[src/rtl/ps2_rx_frame.sv]
// PS/2 device-to-host receiver: synchronizes and filters the raw lines, deserializes
// start/8 data/odd parity/stop frames, and pulses rx_valid or rx_err once per frame.
module ps2_rx_frame #(
  parameter int unsigned FILTER_LEN     = 4,
  parameter int unsigned TIMEOUT_CYCLES = 50000,
  parameter int unsigned TO_W           = 16
) (
  input  logic       clk,
  input  logic       rst,
  input  logic       ps2_clk,
  input  logic       ps2_data,
  input  logic       rx_en,
  output logic [7:0] rx_data,
  output logic       rx_valid,
  output logic       rx_err,
  output logic       busy
);

  localparam logic [1:0] IDLE   = 2'd0;
  localparam logic [1:0] DATA   = 2'd1;
  localparam logic [1:0] PARITY = 2'd2;
  localparam logic [1:0] STOP   = 2'd3;

  localparam int unsigned FW = 4;
  localparam logic [FW-1:0]   FILT_LAST = FW'(FILTER_LEN - 1);
  localparam logic [FW-1:0]   FILT_ONE  = FW'(1);
  localparam logic [TO_W-1:0] TO_LAST   = TO_W'(TIMEOUT_CYCLES - 1);
  localparam logic [TO_W-1:0] TO_ONE    = TO_W'(1);

  logic          clk_meta, clk_sync, data_meta, data_sync;
  logic [FW-1:0] filt_cnt;
  logic          clk_filt, clk_filt_prev, fall;

  // Everything resets high so releasing reset never looks like a falling edge.
  always_ff @(posedge clk or posedge rst) begin
    if (rst) begin
      clk_meta      <= 1'b1;
      clk_sync      <= 1'b1;
      data_meta     <= 1'b1;
      data_sync     <= 1'b1;
      filt_cnt      <= '0;
      clk_filt      <= 1'b1;
      clk_filt_prev <= 1'b1;
      fall          <= 1'b0;
    end else begin
      clk_meta      <= ps2_clk;
      clk_sync      <= clk_meta;
      data_meta     <= ps2_data;
      data_sync     <= data_meta;
      if (clk_sync != clk_filt) begin
        if (filt_cnt == FILT_LAST) begin
          clk_filt <= clk_sync;
          filt_cnt <= '0;
        end else begin
          filt_cnt <= filt_cnt + FILT_ONE;
        end
      end else begin
        filt_cnt <= '0;
      end
      clk_filt_prev <= clk_filt;
      fall          <= clk_filt_prev & ~clk_filt;
    end
  end

  logic [1:0]      state_q, state_d;
  logic [2:0]      bit_cnt_q, bit_cnt_d;
  logic [7:0]      shift_q, shift_d;
  logic            par_q, par_d;
  logic [TO_W-1:0] to_cnt_q, to_cnt_d;
  logic [7:0]      rx_data_d;
  logic            valid_d, err_d;

  always_comb begin
    state_d   = state_q;
    bit_cnt_d = bit_cnt_q;
    shift_d   = shift_q;
    par_d     = par_q;
    to_cnt_d  = to_cnt_q;
    rx_data_d = rx_data;
    valid_d   = 1'b0;
    err_d     = 1'b0;
    if (state_q == IDLE) begin
      to_cnt_d = '0;
      if (fall && rx_en && !data_sync) begin
        state_d   = DATA;
        bit_cnt_d = '0;
        shift_d   = '0;
      end
    end else if (fall) begin
      to_cnt_d = '0;
      case (state_q)
        DATA: begin
          shift_d   = {data_sync, shift_q[7:1]};
          bit_cnt_d = bit_cnt_q + 3'd1;
          if (bit_cnt_q == 3'd7) state_d = PARITY;
        end
        PARITY: begin
          par_d   = data_sync;
          state_d = STOP;
        end
        STOP: begin
          if (data_sync && (^{shift_q, par_q})) begin
            rx_data_d = shift_q;
            valid_d   = 1'b1;
          end else begin
            err_d = 1'b1;
          end
          state_d = IDLE;
        end
        default: ;
      endcase
    end else if (to_cnt_q == TO_LAST) begin
      err_d     = 1'b1;
      state_d   = IDLE;
      shift_d   = '0;
      bit_cnt_d = '0;
      to_cnt_d  = '0;
    end else begin
      to_cnt_d = to_cnt_q + TO_ONE;
    end
  end

  always_ff @(posedge clk or posedge rst) begin
    if (rst) begin
      state_q   <= IDLE;
      bit_cnt_q <= '0;
      shift_q   <= '0;
      par_q     <= 1'b0;
      to_cnt_q  <= '0;
      rx_data   <= 8'h00;
      rx_valid  <= 1'b0;
      rx_err    <= 1'b0;
      busy      <= 1'b0;
    end else begin
      state_q   <= state_d;
      bit_cnt_q <= bit_cnt_d;
      shift_q   <= shift_d;
      par_q     <= par_d;
      to_cnt_q  <= to_cnt_d;
      rx_data   <= rx_data_d;
      rx_valid  <= valid_d;
      rx_err    <= err_d;
      busy      <= (state_d != IDLE);
    end
  end

endmodule

[config.mk]
export PLATFORM = sky130hd
export DESIGN_NAME = ps2_rx_frame
export DESIGN_NICKNAME = d
export VERILOG_FILES = /design/src/rtl/ps2_rx_frame.sv
export SDC_FILE = /design/constraint.sdc
export NUM_CORES = 1
export LEC_CHECK = 0
export CORE_UTILIZATION = 45
export CTS_CLUSTER_DIAMETER = 30
export CTS_CLUSTER_SIZE = 24
export DETAILED_ROUTE_END_ITERATION = 6
export HOLD_SLACK_MARGIN = 0.15
export SYNTH_ARGS = -nofsm -noshare
export SYNTH_HDL_FRONTEND = slang
export SYNTH_SLANG_ARGS = --single-unit
[constraint.sdc]
create_clock -name clk -period 2.8 [get_ports clk]
set_clock_uncertainty 0.1 [all_clocks]
set_input_delay 0.56 -clock clk [delete_from_list [all_inputs] [get_ports clk]]
set_output_delay 0.56 -clock clk [all_outputs]
set_load 0.1 [all_outputs]
==> summary.md <==
| Metric | Value |
|---|---|
| Outcome | completed |
| Wire length per cell after detailed routing | 14.1 um |
| Post-CTS setup buffer count | 0 |
| Post-placement cell area | 2510 um^2 |
| Number of diodes | 0 |
| Floorplan die height | 73.4 um |
| Mean area per synthesized cell | 11.9 um^2 |
| Arrival @ worst endpoint | 2.20 ns |
| Total iterations of the first detailed-routing run | 4 |
| Peak ir drop on the vdd network | 0.000568 V |
| Core footprint | 4820 um^2 |
| Initial Util | 47.7% |
| Global-route wire length before repair | 6890 um |
| Kind of critical path | flip-flop to flip-flop |
| Series of cell instances along the critical path | xor2_1 -> xnor3_2 -> mux2i_4 -> mux2_2 |
| Transition time at the pin with the least slew margin | 0.596 ns |
| Worst-case reg-to-reg path depth | 4 |
| Pre-CTS worst setup slack | 0.694 ns |
| Area growth from synthesis to final layout | 13.1% |
| Leakage power | 1.18 nW |
| Post-route DRC | 0 |
| Upper clock frequency limit | 476 MHz |
| Count of placed standard cells including taps | 273 |
| Combinational group share of total power | 11.8% |
| Hold-fix buffer count after cts | 0 |
| Minimum setup slack in the final design | 0.698 ns |
| Clock tree from TritonCTS | done |
| Final Cycle Share | 75.1% |
| Setup repair after global routing missed its margin | no |
| Final-report hold violation count | 0 |
| Via total after detailed routing | 1521 |
| Final count of negative-setup-slack endpoints | 0 |
| CP endpoint kind | flip-flop |
| Post-layout instance count excluding filler cells | 281 |
| Total nets after synthesis | 202 |
| Biggest area consumer among synthesized cells | dfrtp_1 |
| Start point of the worst min-delay path | clk_meta$_DFF_PP1_ |
| Via count normalized by instance count | 5.41 |
| Area of the multi-input gates | 946 um^2 |
| Overall routing resource usage | 17.3% |
| Net switching power | 0.376 mW |
| Final net count | 222 |
| Setup TNS | 0 ns |
| Endpoint with the worst hold slack | clk_sync$_DFF_PP1_ |
| Synth Flop Type | dfrtp_1 |
| Count of max-cap constraint violations | 0 |
| Area of the die | 5390 um^2 |
| Setup slack of the worst register-to-register path | 0.70 ns |
| Path category of the worst min-delay check | flip-flop to flip-flop |
| Count of routing violations after the opening detailed-route iteration | 57 |
| Share of power burned in the clock network | 27.9% |
| Post-Syn Instances | 193 |
| Number of enable flip-flop cells after synthesis | 0 |
| Sequential fraction of design power | 60.3% |
| Leftover overflow at the end of global routing | 0 |
| Worst-skew pair later-pin latency | 0.30 ns |
| Antenna violations before repair | 0 |
| Deepest level of the CTS H-tree | 2 |
| Fraction of power spent switching nets | 25.9% |
| Final Slew Violations | 0 |
| Placed wire-length estimate | 2890 um |
| Startpoint of the worst-slack reg-to-reg timing path | shift_q[4]$_DFFE_PP0P_ |
| Synth top area share | 50.1% |
| Kind of start point of the critical path | flip-flop |
| Layout Cell Area excl Fill | 2600 um^2 |
| Most frequent cells after synthesis | 46 x dfrtp_1, 17 x nor2_1, 12 x mux2_2 |
| Die width | 73.4 um |
| TritonCTS buffer count | 5 |
| Number of different library cells in the post-synthesis netlist | 35 |
| Root Driver | clkbuf_8 |
| Buffers on Ports | 15 |
| Number of filler cells placed in the layout | 441 |
| Synthesized flop and latch total | 52 |
| Final wirelength | 3960 um |
| Highest net fanout along the worst path | 9 |
| Routed Antenna Nets | 0 |
| Maximum number of pins on one net before global-route repair | 29 |
| Worst hold path cell count | 0 |
| Routability Congestion | 0.775 |
| Register area share after synthesis | 57.0% |
| Yosys synthesis warning count | 0 |
| Resized cells post-CTS | 0 |
| Worst hold-check slack | 0.261 ns |
| Post-Syn Area | 2300 um^2 |
| Fraction of layout cells with a size suffix above 1 | 19.2% |
| Bufs on Longest Clock Path | 2 |
| Post-layout minimum cycle time | 2.10 ns |
| I/O pin cnt | 16 |
| Proportion of synthesized flip-flops having asynchronous set or reset | 100% |
| Slowest cell on the critical path | xnor3_2 |
| Floorplan row count | 25 |
| Stage delay of the slowest cell on the critical path | 0.50 ns |
| Most frequently used cell type in the post-synthesis netlist | dfrtp_1 |
| Largest cells by area after synthesis | dfrtp_1 50%, dfstp_2 6.9%, mux2_2 5.9%, a22o_1 3.4%, xor2_1 3.1% |
| Total power per unit cell area | 558 nW/um^2 |
| Required @ worst endpoint | 2.90 ns |
| Critical R2R Capture | rx_data[1]$_DFFE_PP0P_ |
| Clock transition at the registers of the reported paths | 0.09 ns |
| Register cell area after layout | 1310 um^2 |
| Number of global-route vias before repair | 1517 |
| Clk sink count | 52 |
| Relative slew slack | 60.2% |
| Cell Int Power | 1.07 mW |
[cells in the final DEF, fill, tap and decap left out, types with 5 or more instances in the layout]
cell	instances
xnor2_1	7
nor2_1	17
a21oi_1	5
nand3_1	8
nand4_1	6
dfrtp_1	46
buf_4	12
xor2_1	8
clkbuf_8	5
nand2_1	10
mux2_2	12
inv_1	6
a22o_1	9
dfstp_2	6
o21ai_0	9
[cell type report]
cell class	count	share of cell area, %
clock inverters	1	0.193
repair buffers	17	5.78
well taps	67	3.23
clock buffers	7	2.94
inverters	7	1.01
flip-flops and latches	52	50.4
multi-input cells	130	36.4
[registers in the layout (all words and copies together) (netlist names), 2 cells and up]
register / count
to_cnt_q: 16
state_q: 2
shift_q: 8
rx_data: 8
bit_cnt_q: 3
filt_cnt: 4
[cells by family (layout without fill, tap and decap cells)]
kind of cell / count (synthesis) / after routing / share of synthesized area, %
compound gates: 29 / 29 / 8.61
flops: 52 / 52 / 57.0
simple gates: 67 / 67 / 15.8
fa+ha+maj: 4 / 4 / 2.18
xor+xnor: 17 / 17 / 7.74
mux: 13 / 13 / 6.87
buf+inv: 11 / 32 / 1.80
[power groups by stage]
stage	Sequential, mW	Combinational [mW]	Clock [mW]
floorplan	0.872	0.140	0
global placement	0.885	0.168	0
detailed placement	0.888	0.175	0
CTS	0.873	0.176	0.417
global route	0.883	0.191	0.451
finish	0.873	0.171	0.404
[metrics by stage]
stage,power [mW],utilization [%]
after detailed placement,1.06,52.2
after global placement,1.05,52.2
after floorplan,1.01,-
after global routing,1.53,53.9
final,1.45,53.9
after CTS,1.47,53.9
[worst max-delay path, delay by kind of cell (launching register included)]
kind | cells | cell delay [ns]
xor gates and xnor gates | 2 | 0.70
DFF | 1 | 0.43
muxes | 2 | 0.77
[how the worst max path moves through the flow]
stage,start,to,slack [ns],cells past startpoint
finish,shift_q[4]$_DFFE_PP0P_,rx_data[1]$_DFFE_PP0P_,0.70,4
global route,shift_q[4]$_DFFE_PP0P_,rx_data[1]$_DFFE_PP0P_,0.58,4
CTS,shift_q[4]$_DFFE_PP0P_,rx_data[2]$_DFFE_PP0P_,0.68,4
floorplan,shift_q[4]$_DFFE_PP0P_,rx_data[0]$_DFFE_PP0P_,0.88,4
global placement,rx_en,bit_cnt_q[0]$_DFFE_PP0P_,0.73,6
detailed placement,rx_en,bit_cnt_q[0]$_DFFE_PP0P_,0.69,6
[layer usage]
metal	global-route usage, %	wire (um)	vias to the layer above
li1	-	-	736
met1	21.7	1900	751
met2	27.0	1830	26
met3	5.35	144	8
met4	9.19	95	0
met5	0	0	-
Power figures use the tool's default switching activity.
